==> src/rtl/salamander_prom_loader.sv <==
// Download-to-PROM loader: steers a byte-serial download stream into NREG
// one-hot-selected PROM regions of 2**RAW bytes each. Every accepted byte
// takes two cycles (LOAD accept, WRITE strobe); o_DL_WAIT applies backpressure
// during the strobe cycle.
//
// Ports
//   i_MCLK, i_RST             clock, asynchronous active-high reset
//   i_DL_START / i_DL_END     download begin / end pulses
//   i_DL_WR, i_DL_ADDR,       byte strobe, byte address, byte data
//   i_DL_DATA
//   o_DL_WAIT                 high while a byte is being written
//   o_PROG_ADDR/DIN/CS/WR     region byte address, data, region select, strobe
//   o_BUSY, o_DONE            load in progress / load complete
//   o_ERR                     sticky error (protocol violation, checksum)
//   o_COUNT                   bytes written since the last start
//   i_EXP_SUM                 expected 8-bit checksum
//
// Build option: define SALAMANDER_PROM_CHECKSUM_EN to compare the running
// checksum against i_EXP_SUM when the load completes.
module salamander_prom_loader #(
    parameter int unsigned AW   = 16,
    parameter int unsigned NREG = 4,
    parameter int unsigned RAW  = 10,
    parameter int unsigned BASE = 0
) (
    input  logic              i_MCLK,
    input  logic              i_RST,
    input  logic              i_DL_START,
    input  logic              i_DL_END,
    input  logic              i_DL_WR,
    input  logic [AW-1:0]     i_DL_ADDR,
    input  logic [7:0]        i_DL_DATA,
    output logic              o_DL_WAIT,
    output logic [RAW-1:0]    o_PROG_ADDR,
    output logic [7:0]        o_PROG_DIN,
    output logic [NREG-1:0]   o_PROG_CS,
    output logic              o_PROG_WR,
    output logic              o_BUSY,
    output logic              o_DONE,
    output logic              o_ERR,
    output logic [AW-1:0]     o_COUNT,
    input  logic [7:0]        i_EXP_SUM
);

    localparam int unsigned SPAN = NREG << RAW;

    typedef enum logic [1:0] {IDLE, LOAD, WRITE, DONE} state_t;

    state_t            state_q;
    logic              wait_q;
    logic [RAW-1:0]    prog_addr_q;
    logic [7:0]        prog_din_q;
    logic [NREG-1:0]   prog_cs_q;
    logic              prog_wr_q;
    logic              busy_q;
    logic              done_q;
    logic              err_q;
    logic [AW-1:0]     count_q;
    logic              end_pend_q;

    // Offset from BASE with a borrow bit so addresses below BASE fall out of range.
    logic [32:0]       diff_c;
    logic              in_range_c;
    logic [2:0]        reg_idx_c;
    logic [NREG-1:0]   cs_c;
    logic [AW-1:0]     count_d;
    logic              write_done_c;
    logic              load_done_c;

    assign diff_c     = {1'b0, 32'(i_DL_ADDR)} - 33'(BASE);
    assign in_range_c = !diff_c[32] && (diff_c[31:0] < SPAN);
    assign reg_idx_c  = diff_c[RAW+2:RAW];
    assign cs_c       = NREG'(1) << reg_idx_c;
    assign count_d    = count_q + AW'(1);

    // Completion conditions: end seen during/with the write, or plain end in LOAD.
    assign write_done_c = end_pend_q || i_DL_END;
    assign load_done_c  = i_DL_END && !(i_DL_WR && in_range_c);

`ifdef SALAMANDER_PROM_CHECKSUM_EN
    logic [7:0] sum_q;
    logic [7:0] sum_d;
    logic       chk_bad_c;

    assign sum_d = sum_q + prog_din_q;
    // Final sum is the post-write sum when finishing from WRITE.
    assign chk_bad_c = (state_q == WRITE) ? (write_done_c && (sum_d != i_EXP_SUM))
                                          : (load_done_c && (sum_q != i_EXP_SUM));
`else
    logic       chk_bad_c;
    logic       unused_exp_sum;

    assign chk_bad_c      = 1'b0;
    assign unused_exp_sum = ^i_EXP_SUM;
`endif

    // Loader FSM with registered outputs.
    always_ff @(posedge i_MCLK or posedge i_RST) begin
        if (i_RST) begin
            state_q     <= IDLE;
            wait_q      <= 1'b0;
            prog_addr_q <= '0;
            prog_din_q  <= '0;
            prog_cs_q   <= '0;
            prog_wr_q   <= 1'b0;
            busy_q      <= 1'b0;
            done_q      <= 1'b0;
            err_q       <= 1'b0;
            count_q     <= '0;
            end_pend_q  <= 1'b0;
`ifdef SALAMANDER_PROM_CHECKSUM_EN
            sum_q       <= '0;
`endif
        end else begin
            case (state_q)
                IDLE, DONE: begin
                    if (i_DL_START) begin
                        state_q    <= LOAD;
                        busy_q     <= 1'b1;
                        done_q     <= 1'b0;
                        err_q      <= 1'b0;
                        count_q    <= '0;
                        end_pend_q <= 1'b0;
`ifdef SALAMANDER_PROM_CHECKSUM_EN
                        sum_q      <= '0;
`endif
                    end
                end
                LOAD: begin
                    if (i_DL_WR && in_range_c) begin
                        state_q     <= WRITE;
                        wait_q      <= 1'b1;
                        prog_wr_q   <= 1'b1;
                        prog_cs_q   <= cs_c;
                        prog_addr_q <= diff_c[RAW-1:0];
                        prog_din_q  <= i_DL_DATA;
                        end_pend_q  <= i_DL_END;
                    end else if (load_done_c) begin
                        state_q <= DONE;
                        busy_q  <= 1'b0;
                        done_q  <= 1'b1;
                        err_q   <= err_q | chk_bad_c;
                    end
                end
                WRITE: begin
                    wait_q     <= 1'b0;
                    prog_wr_q  <= 1'b0;
                    prog_cs_q  <= '0;
                    count_q    <= count_d;
                    end_pend_q <= 1'b0;
`ifdef SALAMANDER_PROM_CHECKSUM_EN
                    sum_q      <= sum_d;
`endif
                    // A strobe while waiting is dropped and flagged.
                    err_q <= err_q | i_DL_WR | chk_bad_c;
                    if (write_done_c) begin
                        state_q <= DONE;
                        busy_q  <= 1'b0;
                        done_q  <= 1'b1;
                    end else begin
                        state_q <= LOAD;
                    end
                end
                default: state_q <= IDLE;
            endcase
        end
    end

    assign o_DL_WAIT   = wait_q;
    assign o_PROG_ADDR = prog_addr_q;
    assign o_PROG_DIN  = prog_din_q;
    assign o_PROG_CS   = prog_cs_q;
    assign o_PROG_WR   = prog_wr_q;
    assign o_BUSY      = busy_q;
    assign o_DONE      = done_q;
    assign o_ERR       = err_q;
    assign o_COUNT     = count_q;

endmodule

==> config.mk <==
export PLATFORM = sky130hd
export DESIGN_NAME = salamander_prom_loader
export DESIGN_NICKNAME = d
export VERILOG_FILES = /design/src/rtl/salamander_prom_loader.sv
export SDC_FILE = /design/constraint.sdc
export NUM_CORES = 1
export LEC_CHECK = 0
export CORE_MARGIN = 1
export CORE_UTILIZATION = 39
export DETAILED_ROUTE_END_ITERATION = 7
export HOLD_SLACK_MARGIN = 0.02
export PLACE_DENSITY = 0.84
export SLEW_MARGIN = 20
export SYNTH_ARGS = -nofsm -noshare
export SYNTH_HDL_FRONTEND = slang
export SYNTH_SLANG_ARGS = --single-unit
==> constraint.sdc <==
create_clock -name i_MCLK -period 2.1 [get_ports i_MCLK]
set_input_delay 0.315 -clock i_MCLK [delete_from_list [all_inputs] [get_ports i_MCLK]]
set_output_delay 0.315 -clock i_MCLK [all_outputs]
set_load 0.1 [all_outputs]
==> After elaboration in Yosys (flattened, before gate mapping) <==
Cells that the tools add are included.
{ "totals": {"output_inout_bits": 43, "ff_bits": 45, "in_bits": 37, "elab_cells": 63} }
{ "op_classes": {"n_lt_le_gt_ge": 1, "bitwise": 2, "n_addsub": 1, "n_shift": 1, "n_eq_ne": 9, "n_mux": 24, "reduce_logical": 15} }
{ "ops": {"columns": ["cell", "n"], "rows": [
  ["one-hot mux 16 bit (2 select lines)", 1],
  ["adder 16 x 1 -> 16 bit (second input constant)", 1],
  ["less-than comparator 16 x 13 -> 1 bit (second input constant)", 1],
  ["two-way mux 16 bit", 1],
  ["AND reduction 2 bit", 6],
  ["two-way mux 1 bit", 10],
  ["inequality test 2 bit (second input constant)", 5],
  ["one-hot mux 1 bit (3 select lines)", 3],
  ["two-way mux 2 bit", 4],
  ["one-hot mux 4 bit (2 select lines)", 1],
  ["one-hot mux 2 bit (3 select lines)", 1],
  ["== test 2 bit (second input constant)", 2],
  ["two-way mux 4 bit", 1],
  ["one-hot mux 1 bit (2 select lines)", 2],
  ["AND reduction 4 bit", 1],
  ["nonzero test 2 bit", 2],
  ["left shift 1 x 3 -> 4 bit (first input constant)", 1],
  ["inequality test 3 bit (second input constant)", 1],
  ["== test 2 x 1 -> 1 bit (second input constant)", 1],
  ["logical AND 1 bit", 2],
  ["zero test 2 bit", 1],
  ["OR reduction 2 bit", 1],
  ["zero test 1 bit", 1],
  ["logical OR 1 bit", 1],
  ["other kinds (2)", 2]
]} }

==> Depth between registers and ports, before layout <==
Gate-level depths: netlist (run 1).
{ "logic_depth": {"word_depth": 7, "mapped_depth": 8, "ltp_nobuf": 6} }

==> Least setup slack after synthesis (run 1) <==
No wires, ideal clock.
{ "synth_timing": {"path_kind": "register -> register", "from": "register count_q[0] (netlist: o_COUNT[0])", "to": "register count_q[12] (netlist: o_COUNT[12])", "stages_incl_launch_ff": 6, "t_required_ns": 2.031, "n_path_buf": 0, "synth_period_minus_slack_ns": 2.595, "setup_time_ns": 0.069, "arrival_ns": 2.527, "setup_slack_ns": -0.495, "cell_sequence": "dfrtp_1 > ha_1 > nand3_2 > or4b_4 > or4_1 > nand2_1"} }
{ "synth_between": {"elab_chain_len": 2} }
{ "synth_lines": {"columns": ["element", "line", "source"], "rows": [
  ["start: declaration", "58", "logic [AW-1:0] count_q;"],
  ["start signal: assignment", "149", "count_q <= count_d;"],
  ["adder 16 x 1 -> 16 bit", "74", "assign count_d = count_q + AW'(1);"],
  ["one-hot mux 16 bit (2 select lines)", "115", "case (state_q)"]
]} }
Every way passes these cells.
A chain may end at the register's enable or synchronous reset.

==> Worst setup path after layout (run 1) <==
{ "layout_timing": {"from": "register state_q[0]", "to": "register count_q[14] (netlist: o_COUNT[14])"} }
{ "layout_between": {"elab_chain_len": 4, "word_cells_on_any_way": 8, "classes_between": "eq/ne: 3; mux: 1; reduce/logical: 4"} }
{ "layout_lines": {"columns": ["element", "line", "source"], "rows": [
  ["start: declaration", "49", "state_t state_q;"],
  ["start signal: assignment", "100", "state_q <= IDLE;"],
  ["start signal: assignment", "118", "state_q <= LOAD;"],
  ["start signal: assignment", "131", "state_q <= WRITE;"],
  ["== test 2 bit / zero test 2 bit (equally long branches)", "115", null],
  ["OR reduction 2 bit", "115", null],
  ["inequality test 2 bit (no source line) / nonzero test 2 bit (equally long branches)", null, null],
  ["AND reduction 2 bit (no source line)", null, null]
]} }
Several ways; a longest one is shown, not always the timed one.

==> flow_metrics.tcl, run 1 <==
set metrics [dict create \
    cts-resized-gates 0 \
    gp_congestion 0.7761 \
    cts-root-buf "clkbuf_8" \
    cts.path.max_buffers 2 \
    drv_cap 0 \
    swShare_pct 52.99 \
    holdBufCountCts 0 \
    grt_pass1_vias 1650 \
    setup_viol_count_final 0 \
    ys_ff_latch 45 \
    fin_crit_sh_pct 96.15 \
    period_minus_slack_ps 2019 \
    drt_iter0_drc 64 \
    end_kind "register" \
    status "finished, final reports clean" \
    numCtsBuffers 5 \
    max_freq_mhz 495.3 \
    worstSetupPathType "register to register" \
    avgSynthCellArea_um2 11.46 \
    p_sw_uw 2672 \
    clk_pin_slew_worst_paths_ps 90 \
    synthCells 180 \
    r2r_cells 6 \
    wl_per_cell_um 14.00 \
    grt_max_degree 25 \
    die_w_um 74.74 \
    synth-edff-count 0 \
    drive_gt1_share_pct 36.12 \
    worst_r2r_endpoint "o_COUNT[14]" \
    io_buffers 71 \
    fin_tns_setup_ps 0 \
    io_pins 80 \
    hp-class "primary input to async pin" \
    fin_skew_ps 4.530 \
    multi_input_area_um2 900.9 \
    cp_data_arrival_time_ps 2260 \
    worst_pin_slew_ps 512.3 \
    required_ps 2340 \
    powerDensity_nw_per_um2 1681 \
    met1_usage_pct 21.58 \
    start_util_pct 40.40 \
    grt_use_total_pct 17.72 \
    hpwlAfterDp_um 3443 \
    diodes 0 \
    seqCellArea_um2 1142 \
    die-area_um2 5585 \
    async_flop_share_pct 100.0 \
    rrSetupSlack_ps 80 \
    fin_nets 302 \
    ys_seq_area_share_pct 54.58 \
    htreeDepth 2 \
    area_growth_pct 45.36 \
    grt_pass1_wl_um 7472 \
    core_area_um2 5107 \
    startpoint_type "register" \
    drc 0 \
    nFillCells 426 \
    power_frac_seq_pct 25.2 \
    intPower_uw 2371 \
    combPwrFrac_pct 59.4 \
    antenna_found_initial 0 \
    grt_overflow 0 \
    synthDistinctLibCells 42 \
    final_hold_viol_count 0 \
    syn_area_um2 2063 \
    synthFlopType "dfrtp_1" \
    die_height_um 74.74 \
    irDropWorstVdd_mv 1.360 \
    utilization_pct 58.72 \
    cts_tree "yes" \
    clk_latency_ps 300 \
    totalWireLength_um 4663 \
    ant_nets 0 \
    path_max_fanout 6 \
    num_vias 1730 \
    grt_use_met2_pct 29.43 \
    cts.sinks 45 \
    rsz0062_at_grt "no" \
    final_cells 333 \
    yosys_warnings 0 \
    busiest_layer "met2" \
    placed_cells 325 \
    leakage_uw 0.001421 \
    num_rows 26 \
    p_clk_share_pct 15.4 \
    vias_per_cell 5.195 \
    cts_setup_buffers 0 \
    r2r-start "state_q[0]" \
    first_pass_iters 4 \
    grt_use_met3_pct 5.890 \
    slew-limit-headroom_pct 65.80 \
    synthesis.nets 220 \
    maxSlewViolCount 0 \
]
critical path, cell delays in order (launching register included):
cell and delay (ps):
dfrtp_1 380, inv_1 100, ha_4 220, mux2i_2 160
or4b_4 550, or4_1 480, nand2_1 80
registers in the layout, indices dropped and copies added, names as in the netlist:
name	cells
end_pend_q	1
o_BUSY	1
o_COUNT	16
o_DONE	1
o_ERR	1
o_PROG_ADDR	10
o_PROG_CS	4
o_PROG_DIN	8
o_PROG_WR	1
state_q	2
cells in the final DEF (no fill, tap or decap), types with 2 or more instances in the layout:
cell	synthesis	routed
inv_1	9	8
bufinv_16	0	2
mux2i_1	3	2
a22o_1	5	5
nor3_1	2	2
or4_1	4	4
dfrtp_4	0	2
clkbuf_8	0	5
nand3_1	5	5
or3_1	5	5
mux2_2	15	15
nand2_1	16	16
a32o_1	3	3
dfrtp_2	0	7
o21ai_1	3	3
o21ai_0	7	7
mux2_1	5	5
buf_4	1	56
o31ai_1	2	2
nand4_1	2	2
clkdlybuf4s50_1	0	28
ha_4	0	2
nor2_1	5	5
a21oi_1	7	7
o211ai_1	4	4
dfrtp_1	45	36
and4_1	2	2
a21o_1	4	4
layout make-up:
type	count	share of cell area, %
well taps	70	2.920
inverters	9	1.126
repair buffers	84	23.36
flip-flops and latches	45	38.09
clock buffers	5	2.295
clock inverters	3	2.169
multi-input cells	117	30.04
stage by stage:
step,hold WS (ps),power (uW),setup WS (ps),area (um2)
6_report,370.5,5042,80.92,2999
2_1_floorplan,445.9,3559,4.503,2092
4_1_cts,378.4,5013,37.52,2967
5_1_grt,402.0,5242,13.43,2999
3_3_place_gp,477.5,4180,12.77,2833
3_5_place_dp,487.3,4236,-5.411,2833
power groups by stage:
stage	Clock, uW	Combinational [uW]	Sequential, uW
global route	815	3120	1300
finish	776	3000	1270
CTS	786	2960	1270
detailed placement	0	2950	1280
global placement	0	2910	1270
floorplan	0	691	2870
kinds of logic (layout without fill, tap and decap cells):
family                     Yosys count  in the layout  synth area share [%]
DFF                                 45             45                 54.58
AOI/OAI and AO/OA                   40             40                 13.22
buffers and inverters               18            101                 3.942
and+or+nand+nor                     50             50                 13.65
adders and majority gates            3              3                 1.819
xor gates and xnor gates             1              1                0.4246
muxes                               23             23                 12.37
worst max path at each step:
stage,from,to,slack [ps],depth (start not counted)
3_3_place_gp,i_DL_START,o_COUNT[12],10,5
5_1_grt,state_q[0],o_COUNT[14],10,6
3_5_place_dp,i_DL_START,o_COUNT[13],-5,6
6_report,state_q[0],o_COUNT[14],80,6
2_1_floorplan,o_COUNT[0],o_COUNT[12],5,5
4_1_cts,state_q[0],o_COUNT[13],40,7
Yosys cell counts (5+ instances only):
cell type / instances / area (um2)
or3_1: 5 / 31.28
dfrtp_1: 45 / 1126
mux2_2: 15 / 168.9
inv_1: 9 / 33.78
a21oi_1: 7 / 35.03
a22o_1: 5 / 43.79
mux2_1: 5 / 56.30
o21ai_0: 7 / 35.03
nand2_1: 16 / 60.06
nor2_1: 5 / 18.77
nand3_1: 5 / 25.02
metal layers:
metal  wire length [um]  part of all wire, %
met3                261                  5.6
met4                 52                  1.1
met2               2388                   51
met1               1961                   42
met5                  0                    0
Power figures use the tool's default switching activity.
==> run 2, diff against run 1 <==
ABC_CLOCK_PERIOD_IN_PS = 2100   (was not set)
==> results of run 2 <==
No change in the layout: final DEF, timing and power equal those of run 1.
==> run 3, diff against run 2 <==
GPL_ROUTABILITY_DRIVEN = 0   (was not set)
==> results of run 3 <==
No change in the layout: final DEF, timing and power equal those of run 1.
